[src/rtl/irig_frame_decoder_if.sv]
// Symbol handshake and decoded-time bus between the IRIG pulse-width
// sequencer and the frame decoder.
interface irig_frame_decoder_if #(
  parameter int CNT_W = 32
);
  logic             data_ready;
  logic [CNT_W-1:0] width;
  logic             terminate;
  logic             rst;
  logic             in_frame;
  logic             cont;
  logic             locked;
  logic             time_valid;
  logic [6:0]       sec_bcd;
  logic [6:0]       min_bcd;
  logic [5:0]       hour_bcd;
  logic [9:0]       day_bcd;

  modport master (
    output data_ready, width,
    input  terminate, rst, in_frame, cont, locked, time_valid,
           sec_bcd, min_bcd, hour_bcd, day_bcd
  );

  modport slave (
    input  data_ready, width,
    output terminate, rst, in_frame, cont, locked, time_valid,
           sec_bcd, min_bcd, hour_bcd, day_bcd
  );
endinterface

[src/rtl/irig_frame_decoder.sv]
// IRIG-B symbol classifier, two-marker frame sync, 100-bit position tracker
// and BCD time-of-year latch; one registered control response per symbol.
module irig_frame_decoder #(
  parameter int CNT_W = 32,
  parameter int T_MIN = 100,
  parameter int T_01  = 350,
  parameter int T_1P  = 650,
  parameter int T_MAX = 950
) (
  input  logic                 clk,
  input  logic                 hard_rst,
  irig_frame_decoder_if.slave  bus
);

  typedef enum logic [1:0] {HUNT, MARK1, FRAME} state_t;
  typedef enum logic [1:0] {SYM_ZERO, SYM_ONE, SYM_MARK, SYM_ERR} sym_t;

  // Response vector order: {terminate, rst, in_frame, cont}
  localparam logic [3:0] R_TERM = 4'b1000;
  localparam logic [3:0] R_RST  = 4'b0100;
  localparam logic [3:0] R_IN   = 4'b0010;
  localparam logic [3:0] R_CONT = 4'b0001;

  state_t      state, state_n;
  sym_t        sym;
  logic        dr_q;
  logic        evt;
  logic [6:0]  idx, idx_n;
  logic [29:0] store, store_n;
  logic [29:0] fields, fields_n;
  logic [3:0]  resp_q, resp_n;
  logic        tv_q, tv_n;
  logic        is_marker;
  logic        slot_hit;
  logic [4:0]  slot;

  assign evt = bus.data_ready & ~dr_q;

  always_comb begin
    if (bus.width < CNT_W'(T_MIN))       sym = SYM_ERR;
    else if (bus.width < CNT_W'(T_01))   sym = SYM_ZERO;
    else if (bus.width < CNT_W'(T_1P))   sym = SYM_ONE;
    else if (bus.width <= CNT_W'(T_MAX)) sym = SYM_MARK;
    else                                 sym = SYM_ERR;
  end

  assign is_marker = (idx == 7'd0) ||
                     (idx inside {7'd9, 7'd19, 7'd29, 7'd39, 7'd49,
                                  7'd59, 7'd69, 7'd79, 7'd89, 7'd99});

  // Only field-carrying positions are kept; store is packed {day,hour,min,sec}
  // so the latch is a straight copy.
  always_comb begin
    slot_hit = 1'b1;
    slot     = '0;
    case (idx) inside
      [7'd1:7'd4]:   slot = 5'(idx - 7'd1);
      [7'd6:7'd8]:   slot = 5'(idx - 7'd2);
      [7'd10:7'd13]: slot = 5'(idx - 7'd3);
      [7'd15:7'd17]: slot = 5'(idx - 7'd4);
      [7'd20:7'd23]: slot = 5'(idx - 7'd6);
      [7'd25:7'd26]: slot = 5'(idx - 7'd7);
      [7'd30:7'd33]: slot = 5'(idx - 7'd10);
      [7'd35:7'd38]: slot = 5'(idx - 7'd11);
      [7'd40:7'd41]: slot = 5'(idx - 7'd12);
      default:       slot_hit = 1'b0;
    endcase
  end

  always_comb begin
    state_n  = state;
    idx_n    = idx;
    store_n  = store;
    fields_n = fields;
    resp_n   = '0;
    tv_n     = 1'b0;
    if (evt) begin
      case (state)
        HUNT: begin
          resp_n = R_CONT;
          if (sym == SYM_MARK) state_n = MARK1;
        end
        MARK1: begin
          if (sym == SYM_MARK) begin
            state_n = FRAME;
            idx_n   = 7'd1;
            resp_n  = R_RST;
          end else begin
            state_n = HUNT;
            resp_n  = R_CONT;
          end
        end
        FRAME: begin
          if (sym == SYM_ERR || ((sym == SYM_MARK) != is_marker)) begin
            state_n = HUNT;
            resp_n  = R_TERM;
          end else begin
            resp_n = R_IN;
            if (sym != SYM_MARK && slot_hit) store_n[slot] = (sym == SYM_ONE);
            if (idx == 7'd99) begin
              fields_n = store;
              tv_n     = 1'b1;
              idx_n    = '0;
            end else begin
              idx_n = idx + 7'd1;
            end
          end
        end
        default: state_n = HUNT;
      endcase
    end
  end

  always_ff @(posedge clk or posedge hard_rst) begin
    if (hard_rst) begin
      state  <= HUNT;
      dr_q   <= 1'b0;
      idx    <= '0;
      store  <= '0;
      fields <= '0;
      resp_q <= '0;
      tv_q   <= 1'b0;
    end else begin
      state  <= state_n;
      dr_q   <= bus.data_ready;
      idx    <= idx_n;
      store  <= store_n;
      fields <= fields_n;
      resp_q <= resp_n;
      tv_q   <= tv_n;
    end
  end

  assign bus.terminate  = resp_q[3];
  assign bus.rst        = resp_q[2];
  assign bus.in_frame   = resp_q[1];
  assign bus.cont       = resp_q[0];
  assign bus.time_valid = tv_q;
  assign bus.locked     = (state == FRAME);
  assign bus.sec_bcd    = fields[6:0];
  assign bus.min_bcd    = fields[13:7];
  assign bus.hour_bcd   = fields[19:14];
  assign bus.day_bcd    = fields[29:20];

endmodule

[src/flat_wrapper.sv]
// flat-port wrapper written by rule: the top's interface ports become plain ports
module irig_frame_decoder_flat 
#(
  parameter int CNT_W = 32,
  parameter int T_MIN = 100,
  parameter int T_01  = 350,
  parameter int T_1P  = 650,
  parameter int T_MAX = 950
)
  (clk, hard_rst, bus_data_ready, bus_width, bus_terminate, bus_rst, bus_in_frame, bus_cont, bus_locked, bus_time_valid, bus_sec_bcd, bus_min_bcd, bus_hour_bcd, bus_day_bcd);
  irig_frame_decoder_if #(.CNT_W(CNT_W)) bus_i ();
  input  logic clk;
  input  logic hard_rst;
  input wire logic [$bits(bus_i.data_ready)-1:0] bus_data_ready;
  input wire logic [$bits(bus_i.width)-1:0] bus_width;
  output wire logic [$bits(bus_i.terminate)-1:0] bus_terminate;
  output wire logic [$bits(bus_i.rst)-1:0] bus_rst;
  output wire logic [$bits(bus_i.in_frame)-1:0] bus_in_frame;
  output wire logic [$bits(bus_i.cont)-1:0] bus_cont;
  output wire logic [$bits(bus_i.locked)-1:0] bus_locked;
  output wire logic [$bits(bus_i.time_valid)-1:0] bus_time_valid;
  output wire logic [$bits(bus_i.sec_bcd)-1:0] bus_sec_bcd;
  output wire logic [$bits(bus_i.min_bcd)-1:0] bus_min_bcd;
  output wire logic [$bits(bus_i.hour_bcd)-1:0] bus_hour_bcd;
  output wire logic [$bits(bus_i.day_bcd)-1:0] bus_day_bcd;
  assign bus_i.data_ready = bus_data_ready;
  assign bus_i.width = bus_width;
  assign bus_terminate = bus_i.terminate;
  assign bus_rst = bus_i.rst;
  assign bus_in_frame = bus_i.in_frame;
  assign bus_cont = bus_i.cont;
  assign bus_locked = bus_i.locked;
  assign bus_time_valid = bus_i.time_valid;
  assign bus_sec_bcd = bus_i.sec_bcd;
  assign bus_min_bcd = bus_i.min_bcd;
  assign bus_hour_bcd = bus_i.hour_bcd;
  assign bus_day_bcd = bus_i.day_bcd;
  irig_frame_decoder #(.CNT_W(CNT_W), .T_MIN(T_MIN), .T_01(T_01), .T_1P(T_1P), .T_MAX(T_MAX)) u_core (.clk(clk), .hard_rst(hard_rst), .bus(bus_i));
endmodule
[config.mk]
export PLATFORM = sky130hd
export DESIGN_NAME = irig_frame_decoder_flat
export DESIGN_NICKNAME = d
export VERILOG_FILES = /design/src/rtl/irig_frame_decoder_if.sv /design/src/rtl/irig_frame_decoder.sv /design/src/flat_wrapper.sv
export SDC_FILE = /design/constraint.sdc
export NUM_CORES = 1
export LEC_CHECK = 0
export BUFFER_PORTS_ARGS = -buffer_cell sky130_fd_sc_hd__buf_4
export CORE_ASPECT_RATIO = 2
export CORE_MARGIN = 10
export CORE_UTILIZATION = 58
export DETAILED_ROUTE_END_ITERATION = 16
export PLACE_DENSITY_LB_ADDON = 0.12
export REMOVE_ABC_BUFFERS = 1
export SYNTH_ARGS = -nofsm -noshare
export SYNTH_HDL_FRONTEND = slang
export SYNTH_SLANG_ARGS = --single-unit
export TNS_END_PERCENT = 100
[constraint.sdc]
create_clock -name clk -period 4 [get_ports clk]
set_input_delay 1.2 -clock clk [delete_from_list [all_inputs] [get_ports clk]]
set_output_delay 1.2 -clock clk [all_outputs]
set_load 0.1 [all_outputs]
* Word-level counts from Yosys, hierarchy flattened
Index checks and enable logic that the tools add are counted.
** Storage, ports and cells
- Input bits :: 35
- Logic and storage cells :: 127
- Flip-flop bits (word level) :: 75
** Cells by class
- Mux-type cells :: 41
- Add/subtract/negate cells :: 10
- Bitwise logic cells :: 3
- Eq/ne operators :: 21
- Reductions and logical operators :: 21
- $lt $le $gt $ge :: 24
** Operator list (count)
- 5-bit 2-to-1 mux :: 9
- 32-bit by 10-bit less-or-equal comparator with 1-bit output (second input constant) :: 1
- 32-bit by 10-bit less-than comparator with 1-bit output (second input constant) :: 1
- 32-bit by 7-bit less-than comparator with 1-bit output (second input constant) :: 1
- 32-bit by 9-bit less-than comparator with 1-bit output (second input constant) :: 1
- 30-bit bitwise mux :: 1
- 7-bit equality test (second input constant) :: 4
- 7-bit by 6-bit equality test with 1-bit output (second input constant) :: 3
- 7-bit by 5-bit >= comparator with 1-bit output (second input constant) :: 3
- 7-bit by 5-bit less-or-equal comparator with 1-bit output (second input constant) :: 3
- 7-bit by 6-bit less-or-equal comparator with 1-bit output (second input constant) :: 3
- 7-bit 2-to-1 mux :: 3
- 1-bit 2-to-1 mux :: 15
- 5-bit by 3-bit subtractor with 5-bit output (second input constant) :: 3
- 5-bit by 4-bit subtractor with 5-bit output (second input constant) :: 3
- 7-bit by 5-bit equality test with 1-bit output (second input constant) :: 2
- 7-bit by 4-bit >= comparator with 1-bit output (second input constant) :: 2
- 7-bit by 6-bit >= comparator with 1-bit output (second input constant) :: 2
- 7-bit by 4-bit less-or-equal comparator with 1-bit output (second input constant) :: 2
- 7-bit case mux with 2 select lines :: 1
- 2-bit 2-to-1 mux :: 6
- 4-bit case mux with 3 select lines :: 1
- 4-bit AND reduction :: 3
- 1-bit logical AND :: 11
- other kinds (26) :: 36

* Depth between registers and ports, before layout
- Word-level depth :: 16
- Gate-level depth with buffers :: 14

* Worst setup path before layout
Ideal clock, no wire load.
- Kind :: register to register
- Start :: reg u_core.idx[2]
- End :: reg u_core.store[18]
- Slack :: 0.589 ns
- Arrival time :: 3.283 ns
- Data required time :: 3.872 ns
- Cell stages (with the launch flop) :: 15
- Path through :: dfrtp_1 -> buf_2 -> inv_1 -> ha_1 -> clkbuf_1 -> and2_4 -> o32ai_4 -> a21oi_2 -> a311oi_1 -> a31oi_1 -> or2_1 -> buf_6 -> buf_6 -> nor4b_2 -> mux2_1
** Between the ends
- Cells in the longest elaborated chain, start to end :: 16
- Elaborated cells between the ends (all ways) :: 78
- Classes of those cells :: 9 x add/sub; 20 x order compare; 11 x eq/ne; 21 x mux; 1 x bitwise; 16 x reduce/logical
** RTL lines
- from (decl) :: line irig_frame_decoder.sv:28 : logic [6:0] idx, idx_n;
- from (signal assigned) :: line irig_frame_decoder.sv:126 : idx <= idx_n;
- 7-bit by 6-bit >= comparator with 1-bit output (no line) or 7-bit by 6-bit less-or-equal comparator with 1-bit output (tied branches)
- 1-bit logical AND (no line)
- 5-bit 2-to-1 mux (9 in a row) :: line irig_frame_decoder.sv:56 : case (idx) inside
- 5-bit by 6-bit less-than comparator with 1-bit output (not written as such) or 5-bit by 1-bit >= comparator with 1-bit output (tied branches) :: line irig_frame_decoder.sv:99 : if (sym != SYM_MARK && slot_hit) store_n[slot] = (sym == SYM_ONE);
- 1-bit logical AND (not written as such) :: line irig_frame_decoder.sv:99
- 1-bit 2-to-1 mux (not written as such) :: line irig_frame_decoder.sv:99
- 1-bit demux with 5-bit select
- 30-bit bitwise mux :: line irig_frame_decoder.sv:99
- to (signal assigned) :: line irig_frame_decoder.sv:127 : store <= store_n;
- to (decl) :: line irig_frame_decoder.sv:29 : logic [29:0] store, store_n;
Several ways; a longest one is shown, not always the timed one.
A chain may end at the register's enable or synchronous reset.

* Final worst setup path
- Start :: reg u_core.idx[1]
- End :: reg u_core.store[16]
The elaborated chain is that of the path after synthesis.

==> summary.txt <==
Floorplanning
  • Die area: 13000 sq um
  • Core Region: 8530 sq um
  • Die height: 152 microns
  • IO Pins: 71
  • Initial Util: 58.8%
  • Die Width: 85.8 microns
  • Std cell rows: 48

CTS
  • CTS tree: done
  • Clock Sinks: 75
  • Post-CTS setup buffer count: 0
  • Clock tree buffer depth: 2
  • H-Tree Depth: 3
  • Worst skew pair latency: 0.34 ns
  • Root Driver: clkbuf_16
  • Clk pin slew, worst setup/hold paths: 0.06 ns
  • TritonCTS Buffers: 9

Timing
  • Layout Skew: 0.00790 ns
  • Final worst-path cycle share: 95.7%
  • Final min period: 3.83 ns
  • Final setup viols: 0
  • Fmax: 0.261 GHz
  • Rel. slew slack: 46.9%
  • Slew @ Worst Pin: 0.787 ns
  • Final worst slack: 0.171 ns
  • Final hold vios: 0
  • Slew Limit Fails: 0

Worst hold path
  • Hold Path Depth: 1
  • Worst Hold End: u_core.store[3]$_DFFE_PP0P_
  • Min-delay worst type: reg -> reg
  • Hold path startpoint: u_core.store[3]$_DFFE_PP0P_

Layout
  • Most frequent cells in the layout: 107 x buf_4, 75 x dfrtp_1, 31 x mux2_2
  • Commonest non-fill, non-tap cell in the layout: buf_4
  • Final Core Density: 72.1%
  • Post-layout net count: 611
  • Layout cells sized above 1: 36.6%
  • N_diodes: 0
  • Area Overhead vs Synth: 22.5%

Yosys
  • Post-synth EDFFs: 0
  • Gate Count Post-Synth: 470
  • Post-synthesis register bit count: 75
  • Sequential area share after synthesis: 37.4%
  • Yosys warnings: 0
  • Yosys cell types: 79
  • Async S/R FF share, synth: 100%
  • Mapped Area: 5020 sq um
  • Avg Cell Area, Syn: 10.7 sq um
  • Ys flop type: dfrtp_1

Pwr
  • Leakage: 2.85 nW
  • Internal power: 1.22 mW
  • Switching share of power: 23.5%
  • Sequential Power Share: 47.7%
  • Clk pwr share: 48.5%
  • Psw: 0.375 mW
  • Maximum vdd drop: 0.204 mV
  • Comb power frac: 3.9%
  • Pwr dens: 259 nW/um^2

Critical path
  • RR Endpoint: u_core.store[16]$_DFFE_PP0P_
  • Worst reg2reg setup slack: 0.17 ns
  • Startpoint Class: flop
  • Worst Path Max Fanout: 17
  • Worst endpoint required time: 4.22 ns
  • Worst reg2reg startpoint: u_core.idx[1]$_DFFE_PP0P_
  • Worst Reg-to-Reg Cells: 13
  • Critical Path End Type: flop
  • Setup Crit Path Kind: reg -> reg
  • Worst Path Arrival: 4.05 ns

Placement
  • Gpl congestion: 0.998
  • DPL Wire Length: 11800 microns
  • Number of port buffers: 70
  • Place WS: 0.198 ns

Drt
  • Post-route ant nets: 0
  • Met2 Routed Length: 8910 microns
  • WL met3: 645 microns
  • DRC Markers: 0
  • Routed WL: 15400 microns
  • Via count: 4304
  • 1st-iter DRT viols: 256
  • Top sig layer: met4
  • Drt pass-1 iters: 5
  • DRT met1 WL: 5090 microns
  • Vias per Instance: 6.46
  • Wire per inst: 23.1 microns

Run status
  • Status: finished clean

Global routing
  • Initial antenna violation count: 0
  • Vias in the first global route: 4612
  • Tot GR Track Use: 23.8%
  • Grt total ovfl: 0
  • First-pass GRT wire length: 24400 microns
  • Largest net degree at the start of global routing: 76

Flow run
  • Max-cap violations: 0
## critical path: stages (launching register included)
cell and delay [ns]:
dfrtp_1 0.42, buf_4 0.20, ha_1 0.32, a21oi_1 0.35, o221ai_1 0.16, buf_4 0.20, nor2_1 0.28, buf_4 0.18
o311ai_0 0.23, a221o_1 0.41, buf_12 0.17, nor3_2 0.27, nand3_1 0.16, mux2_1 0.35
## how the worst max path moves through the flow
stage                                    startpoint                            to  slack [ns]  cells after the start
after floorplan           u_core.idx[3]$_DFFE_PP0P_  u_core.fields[0]$_DFFE_PP0P_       -0.94                      9
after global placement    u_core.idx[1]$_DFFE_PP0P_  u_core.store[20]$_DFFE_PP0P_        0.33                     11
after detailed placement  u_core.idx[1]$_DFFE_PP0P_   u_core.store[5]$_DFFE_PP0P_        0.20                     11
after CTS                 u_core.idx[1]$_DFFE_PP0P_   u_core.store[5]$_DFFE_PP0P_        0.14                     11
after global routing      u_core.idx[1]$_DFFE_PP0P_  u_core.store[15]$_DFFE_PP0P_       -0.06                     11
final                     u_core.idx[1]$_DFFE_PP0P_  u_core.store[16]$_DFFE_PP0P_        0.17                     13
## per-layer routing
layer | global-route usage, % | vias to the layer above
li1 | - | 2000
met1 | 22.2 | 2112
met2 | 45.6 | 145
met3 | 5.19 | 47
met4 | 13.8 | 0
met5 | 0 | -
## sequential cells by signal, summed over array words and instances, names as in the netlist
signal / flops
u_core.store: 30
u_core.resp_q: 4
u_core.idx: 7
u_core.dr_q: 1
u_core.state: 2
u_core.bus.time_valid: 1
u_core.fields: 30
## layout make-up
cell class | count | area (sq um)
well taps | 100 | 125
fillers | 647 | 2380
repair buffers | 111 | 883
clock buffers | 9 | 225
multi-input cells | 354 | 2940
clock inverters | 7 | 58.8
flip-flops and latches | 75 | 1880
inverters | 10 | 37.5
## cells in the mapped netlist (8+ instances only)
cell type | instances | area [sq um]
nand3_1 | 12 | 60.1
a21oi_1 | 15 | 75.1
ha_1 | 15 | 188
clkbuf_1 | 12 | 45.0
nand4_1 | 15 | 93.8
o21ai_0 | 16 | 80.1
nand2_1 | 26 | 97.6
mux2_2 | 31 | 349
nor4_1 | 10 | 62.6
nor3_1 | 9 | 45.0
inv_1 | 9 | 33.8
nor2_1 | 21 | 78.8
dfrtp_1 | 75 | 1880
a211oi_1 | 8 | 60.1
a21o_1 | 10 | 75.1
mux2_1 | 29 | 327
buf_2 | 9 | 45.0
## stage by stage
stage          area [sq um]  cells  hold WS, ns  TNS [ns]  power [mW]
2_1_floorplan          4830    439        0.452    -29.02       0.798
3_3_place_gp           5850    650        0.461         0       0.834
3_5_place_dp           5850    650        0.475         0       0.836
4_1_cts                6140    666        0.489         0        1.61
5_1_grt                6150    666        0.503    -0.104        1.64
6_report               6150    666        0.486         0        1.59
## cell families after synthesis
family | synth area share [%]
buf+inv | 4.41
simple gates | 18.8
mux | 13.9
compound gates | 20.7
xor+xnor | 1.05
flops | 37.4
fa+ha+maj | 3.74
## power by group through the flow
| stage | clock [mW] | combinational [mW] | sequential (mW) |
|---|---|---|---|
| after floorplan | 0 | 0.0200 | 0.778 |
| after detailed placement | 0 | 0.0622 | 0.774 |
| after global routing | 0.817 | 0.0673 | 0.759 |
| after CTS | 0.787 | 0.0624 | 0.760 |
| final | 0.772 | 0.0615 | 0.760 |
| after global placement | 0 | 0.0600 | 0.774 |
## timing repair
action                                  CTS  global route
gates resized for setup                   0             1
endpoints found under the setup margin    0             3
hold buffers                              0             0
No activity file was read; power rests on OpenSTA's default activity.
